**src/rtl/cpu_alu.sv**
```systemverilog
`default_nettype none
// ============================================================================
// Module   : cpu_alu
// Purpose  : Registered integer ALU for the CPU execute stage. An operation
//            presented with in_valid is computed combinationally and captured
//            on the next rising clock edge. result, flags_out and out_valid
//            all appear together one cycle after the operation is accepted.
//            A new operation can be accepted on every cycle.
// Ports    : clk        - rising-edge clock
//            rst        - synchronous reset, active-high
//            in_valid   - operation strobe; operands are sampled when high
//            a, b       - operands (b is also the shift amount)
//            oper       - 4-bit operation code
//            flags_in   - current flags {N,V,C,Z} (bit3..bit0)
//            result     - registered result
//            flags_out  - registered flags, same bit order as flags_in
//            out_valid  - one-cycle pulse per accepted operation
// Revision : 1.0 - initial release
// ============================================================================
module cpu_alu #(
    parameter int WIDTH = 32
) (
    input  logic             clk,
    input  logic             rst,
    input  logic             in_valid,
    input  logic [WIDTH-1:0] a,
    input  logic [WIDTH-1:0] b,
    input  logic [3:0]       oper,
    input  logic [3:0]       flags_in,
    output logic [WIDTH-1:0] result,
    output logic [3:0]       flags_out,
    output logic             out_valid
);

    localparam int SHW = $clog2(WIDTH);

    localparam logic [3:0] C_OP_ADD = 4'd0;
    localparam logic [3:0] C_OP_ADC = 4'd1;
    localparam logic [3:0] C_OP_SUB = 4'd2;
    localparam logic [3:0] C_OP_SBC = 4'd3;
    localparam logic [3:0] C_OP_RSB = 4'd4;
    localparam logic [3:0] C_OP_MUL = 4'd5;
    localparam logic [3:0] C_OP_AND = 4'd6;
    localparam logic [3:0] C_OP_ORR = 4'd7;
    localparam logic [3:0] C_OP_XOR = 4'd8;
    localparam logic [3:0] C_OP_BIC = 4'd9;
    localparam logic [3:0] C_OP_LSL = 4'd10;
    localparam logic [3:0] C_OP_LSR = 4'd11;
    localparam logic [3:0] C_OP_ASR = 4'd12;
    localparam logic [3:0] C_OP_ROR = 4'd13;
    localparam logic [3:0] C_OP_CPY = 4'd14;

    // Full shift distance, used to split shift amounts into <W, ==W, >W.
    localparam logic [WIDTH-1:0] C_SHIFT_FULL = WIDTH'(WIDTH);
    // Same value in a narrow width for the rotate left-shift complement.
    localparam logic [SHW:0]     C_ROR_FULL   = (SHW+1)'(WIDTH);

    // ------------------------------------------------------------------
    // Registers
    // ------------------------------------------------------------------
    logic [WIDTH-1:0] result_q, result_d;
    logic [3:0]       flags_q,  flags_d;
    logic             valid_q;

    // ------------------------------------------------------------------
    // Shared adder: every arithmetic op is expressed as x + y + cin so
    // carry and overflow come out of a single 33-bit sum.
    // ------------------------------------------------------------------
    logic [WIDTH-1:0] arith_x;
    logic [WIDTH-1:0] arith_y;
    logic             arith_cin;
    logic [WIDTH:0]   arith_sum;

    always_comb begin
        arith_x   = a;
        arith_y   = b;
        arith_cin = 1'b0;
        case (oper)
            C_OP_ADC: arith_cin = flags_in[1];
            C_OP_SUB: begin
                arith_y   = ~b;
                arith_cin = 1'b1;
            end
            C_OP_SBC: begin
                arith_y   = ~b;
                arith_cin = flags_in[1];
            end
            C_OP_RSB: begin
                arith_x   = b;
                arith_y   = ~a;
                arith_cin = 1'b1;
            end
            default: ;
        endcase
        arith_sum = {1'b0, arith_x} + {1'b0, arith_y} + {{WIDTH{1'b0}}, arith_cin};
    end

    // ------------------------------------------------------------------
    // Shifter datapaths. Each shift is widened by one bit so the last bit
    // shifted out lands in a fixed position and becomes the carry.
    // ------------------------------------------------------------------
    logic [SHW-1:0]   amt_lo;
    logic             amt_zero;
    logic             amt_small;
    logic             amt_full;
    logic [WIDTH:0]   lsl_tmp;
    logic [WIDTH:0]   lsr_tmp;
    logic [WIDTH:0]   asr_tmp;
    logic [SHW:0]     ror_left;
    logic [WIDTH-1:0] ror_val;
    logic [WIDTH-1:0] mul_val;

    always_comb begin
        amt_lo    = b[SHW-1:0];
        amt_zero  = (b == '0);
        amt_small = (b < C_SHIFT_FULL);
        amt_full  = (b == C_SHIFT_FULL);
        lsl_tmp   = {1'b0, a} << amt_lo;          // carry in bit WIDTH
        lsr_tmp   = {a, 1'b0} >> amt_lo;          // carry in bit 0
        asr_tmp   = $signed({a, 1'b0}) >>> amt_lo; // carry in bit 0
        // A left shift by the full width yields zero, so amt_lo==0 gives a.
        ror_left  = C_ROR_FULL - {1'b0, amt_lo};
        ror_val   = (a >> amt_lo) | (a << ror_left);
        mul_val   = a * b;
    end

    // ------------------------------------------------------------------
    // Result and flag selection
    // ------------------------------------------------------------------
    logic res_n;
    logic res_v;
    logic res_c;
    logic res_z;

    always_comb begin
        result_d = '0;
        res_c    = flags_in[1];
        res_v    = flags_in[2];
        case (oper)
            C_OP_ADD, C_OP_ADC, C_OP_SUB, C_OP_SBC, C_OP_RSB: begin
                result_d = arith_sum[WIDTH-1:0];
                res_c    = arith_sum[WIDTH];
                // Overflow: addends agree in sign, sum sign differs.
                res_v    = (arith_x[WIDTH-1] == arith_y[WIDTH-1]) &&
                           (arith_sum[WIDTH-1] != arith_x[WIDTH-1]);
            end
            C_OP_MUL: result_d = mul_val;
            C_OP_AND: result_d = a & b;
            C_OP_ORR: result_d = a | b;
            C_OP_XOR: result_d = a ^ b;
            C_OP_BIC: result_d = a & ~b;
            C_OP_CPY: result_d = b;
            C_OP_LSL: begin
                if (amt_zero) begin
                    result_d = a;
                end else if (amt_small) begin
                    result_d = lsl_tmp[WIDTH-1:0];
                    res_c    = lsl_tmp[WIDTH];
                end else if (amt_full) begin
                    result_d = '0;
                    res_c    = a[0];
                end else begin
                    result_d = '0;
                    res_c    = 1'b0;
                end
            end
            C_OP_LSR: begin
                if (amt_zero) begin
                    result_d = a;
                end else if (amt_small) begin
                    result_d = lsr_tmp[WIDTH:1];
                    res_c    = lsr_tmp[0];
                end else if (amt_full) begin
                    result_d = '0;
                    res_c    = a[WIDTH-1];
                end else begin
                    result_d = '0;
                    res_c    = 1'b0;
                end
            end
            C_OP_ASR: begin
                if (amt_zero) begin
                    result_d = a;
                end else if (amt_small) begin
                    result_d = asr_tmp[WIDTH:1];
                    res_c    = asr_tmp[0];
                end else begin
                    // Full-width or larger: sign fills every bit.
                    result_d = {WIDTH{a[WIDTH-1]}};
                    res_c    = a[WIDTH-1];
                end
            end
            C_OP_ROR: begin
                // Rotation distance is modulo the width; upper b bits ignored.
                result_d = ror_val;
                if (amt_lo != '0) begin
                    res_c = ror_val[WIDTH-1];
                end
            end
            default: result_d = '0;
        endcase

        res_z = (result_d == '0);
        res_n = result_d[WIDTH-1];

        // Reserved opcode passes the incoming flags through untouched.
        if (oper == 4'd15) begin
            flags_d = flags_in;
        end else begin
            flags_d = {res_n, res_v, res_c, res_z};
        end
    end

    // ------------------------------------------------------------------
    // Output registers: reset wins over a same-cycle operation, and the
    // result/flags hold whenever no operation is presented.
    // ------------------------------------------------------------------
    always_ff @(posedge clk) begin
        if (rst) begin
            result_q <= '0;
            flags_q  <= '0;
            valid_q  <= 1'b0;
        end else begin
            valid_q <= in_valid;
            if (in_valid) begin
                result_q <= result_d;
                flags_q  <= flags_d;
            end
        end
    end

    assign result    = result_q;
    assign flags_out = flags_q;
    assign out_valid = valid_q;

endmodule
`default_nettype wire

```
**config.mk**
```make
export PLATFORM = sky130hd
export DESIGN_NAME = cpu_alu
export DESIGN_NICKNAME = d
export VERILOG_FILES = /design/src/rtl/cpu_alu.sv
export SDC_FILE = /design/constraint.sdc
export NUM_CORES = 2
export LEC_CHECK = 0
export ABC_CLOCK_PERIOD_IN_PS = 29900
export CAP_MARGIN = 5
export CORE_MARGIN = 2
export CORE_UTILIZATION = 35
export DETAILED_ROUTE_END_ITERATION = 6
export PLACE_DENSITY = 0.58
export SETUP_SLACK_MARGIN = 0.1
export SYNTH_ARGS = -nofsm -noshare
export SYNTH_HDL_FRONTEND = slang
export SYNTH_SLANG_ARGS = --single-unit
```
**constraint.sdc**
```tcl
create_clock -name clk -period 29.9 [get_ports clk]
set_input_delay 2.99 -clock clk [delete_from_list [all_inputs] [get_ports clk]]
set_output_delay 2.99 -clock clk [all_outputs]
set_load 0.05 [all_outputs]
```
==> out/summary.txt <==
Final Max Tran Viols: 0
CTS root buffer: clkbuf_16
port bufs: 111
dpl hpwl: 117000 µm
reg2reg start: result[15]
crit start category: input pin
CTS Buffer Depth: 2
Starting DRT DRC Count: 4476
Post-DRT Antenna Nets: 0
Wirelength per Cell: 32.7 µm
Max-Cap Viols: 0
ys async rst share: 0
DRC Markers: 0
register area: 741 µm²
GP Congestion: 1.08
final setup TNS: 0 ns
TritonCTS sink count: 37
CP endpoint: flags_out[0]
post_cts resized: 0
flops & latches, synth: 37
R2R Setup Slk: 28.52 ns
# setup viols final: 0
postcts setup bufs: 0
synth warn: 0
Synth Flop Type: dfxtp_1
layout overhead on the synthesized area: 8.04%
die width: 293 µm
f_max: 79.6 MHz
TritonCTS clock tree: built
share of cells above drive strength 1: 0.0790
CP peak stage delay: 0.70 ns
slowest CP cell: clkinv_1
crit end category: register
core area: 0.0822 mm²
vias in the first global route: 30000
FF-to-FF End: result[15]
worst hold path class: reg2reg
Cell Rows: 105
Avg Inst Size Synth: 7.77 µm²
initial core utilization: 0.354
Crit path depth: 30
first-pass GRT wire length: 222000 µm
number of CTS-inserted buffers: 5
final clock skew: 0 ns
maximum number of pins on one net before global-route repair: 79
maximum fanout along the worst path: 14
Ports: 112
syn nets: 4442
final net count: 4383
count of cell types in the netlist: 100
fillcell total: 8614
multi-input logic area: 0.0254 mm²
Worst Path Arrival: 12.78 ns
Congestion Overflow GR: 0
slew margin rel.: 0.0739
CP delay by family, top: adder cells
synthesized area: 0.0291 mm²
Reg2Reg Depth: 2
WHS Path Cells: 2
EDFF count, synth: 0
Inst Count DP: 4755
Syn Inst Count: 3752
run status: complete, no violations
crit path from: b[5]
minimum clock period: 12.56 ns
critical path required time: 30.12 ns
# hold bufs at CTS: 0
Final Non-Filler Cells: 4773
Clock Latency Late Sink: 0.30 ns
critical path type: in2reg
buffers and inverters on the worst path: 8
unrepaired setup endpoints after global routing: no
DRT Pass-1 Iters: 7
most used cell, CP: fa_1
initial antenna violation count: 11
Vias: 30800
die area: 0.0856 mm²
register area share after synthesis: 0.0254
detailed-route wire length: 156000 µm
hold_sp: flags_out[3]
fin crit share: 0.420
Chip Height: 293 µm
vias per cell: 6.45
Final Hold Fails: 0
worst slew pin tran: 1.38 ns
H-tree Lvls: 2
total track usage: 0.361
CTS clock-pin slew for the worst setup and hold paths: 0.06 ns
kinds of logic (layout without fill, tap and decap cells):
family                     count (synthesis)  count (layout)  synth area share
adders and majority gates                615             615             0.370
other                                      0               9                 0
muxes                                    194             194             0.101
xor gates and xnor gates                 101             101            0.0303
and+or+nand+nor                         1267            1267             0.191
buffers and inverters                    765             707             0.104
DFF                                       37              37            0.0254
AOI/OAI and AO/OA                        773             773             0.179
cell type report:
| class | instances | share of cell area |
|---|---|---|
| Inverter | 459 | 0.0547 |
| Tap cell | 1070 | 0.0425 |
| Antenna cell | 9 | 0.000715 |
| Multi-Input combinational cell | 2950 | 0.808 |
| Clock buffer | 6 | 0.00441 |
| Clock inverter | 2 | 0.000437 |
| Timing Repair Buffer | 240 | 0.0658 |
| Sequential cell | 37 | 0.0235 |
registers in the layout, indices dropped and copies added (netlist names):
name	flops
flags_out	4
result	32
out_valid	1
tightest hold or removal path: cells and delay by family (launching register included):
kind,cells,cell delay [ns]
flip-flops,1,0.31
AND/OR/NAND/NOR,1,0.06
AO/OA/AOI/OAI,1,0.05
cell usage after synthesis, types with 21 or more instances:
cell	n	share of area
xnor2_1	74	0.022
a21oi_1	152	0.026
dfxtp_1	37	0.025
a221oi_1	33	0.0099
ha_1	205	0.088
nand2b_1	32	0.0069
buf_2	46	0.0079
fa_1	410	0.28
nor2_1	507	0.065
o22ai_1	28	0.0060
nand2_1	468	0.060
nand4_1	21	0.0045
mux4_2	72	0.056
xor2_1	27	0.0081
o21ai_0	179	0.031
o211ai_1	38	0.0098
mux2i_1	88	0.030
inv_1	440	0.057
mux2_2	27	0.010
clkbuf_1	197	0.025
nand3_1	34	0.0058
o221ai_1	52	0.016
buf_1	46	0.0059
a21o_1	31	0.0080
nor2b_1	26	0.0056
a31oi_1	24	0.0052
nor3_1	45	0.0077
a211oi_1	51	0.013
layer usage:
layer  wire length (µm)  GRT usage  vias to the layer above
met2              63800      0.519                     2424
met1              58300      0.462                    15100
met3              21200      0.117                      620
met5                 71          0                        -
li1                   -          -                    12600
met4              12900      0.238                       10
metrics by stage:
step	setup WS, ns	cell area (µm²)	hold WS [ns]	utilization
after global routing	17.15	31500	0.503	0.383
after detailed placement	17.33	31300	0.471	0.381
after CTS	17.61	31500	0.480	0.382
after global placement	17.37	31300	0.460	0.381
final	17.34	31500	0.474	0.383
after floorplan	18.13	29100	0.690	-
placed cells by master, fill, tap and decap left out, types with 45 or more instances in the layout:
| master | n |
|---|---|
| o21ai_0 | 179 |
| o221ai_1 | 52 |
| buf_4 | 130 |
| mux2i_1 | 88 |
| a211oi_1 | 51 |
| fa_1 | 410 |
| a21oi_1 | 152 |
| inv_1 | 438 |
| ha_1 | 205 |
| nor3_1 | 45 |
| clkdlybuf4s50_1 | 105 |
| mux4_2 | 72 |
| xnor2_1 | 73 |
| nand2_1 | 467 |
| nor2_1 | 506 |
how the worst min path moves through the flow:
stage,to,slack (ns)
floorplan,flags_out[3],0.69
global placement,flags_out[3],0.46
detailed placement,flags_out[3],0.47
CTS,flags_out[3],0.48
global route,result[14],0.50
finish,flags_out[3],0.47
Power is left out: the tool's default activity adds up to more than one toggle a clock period on the data nets, which glitch-free logic cannot reach.
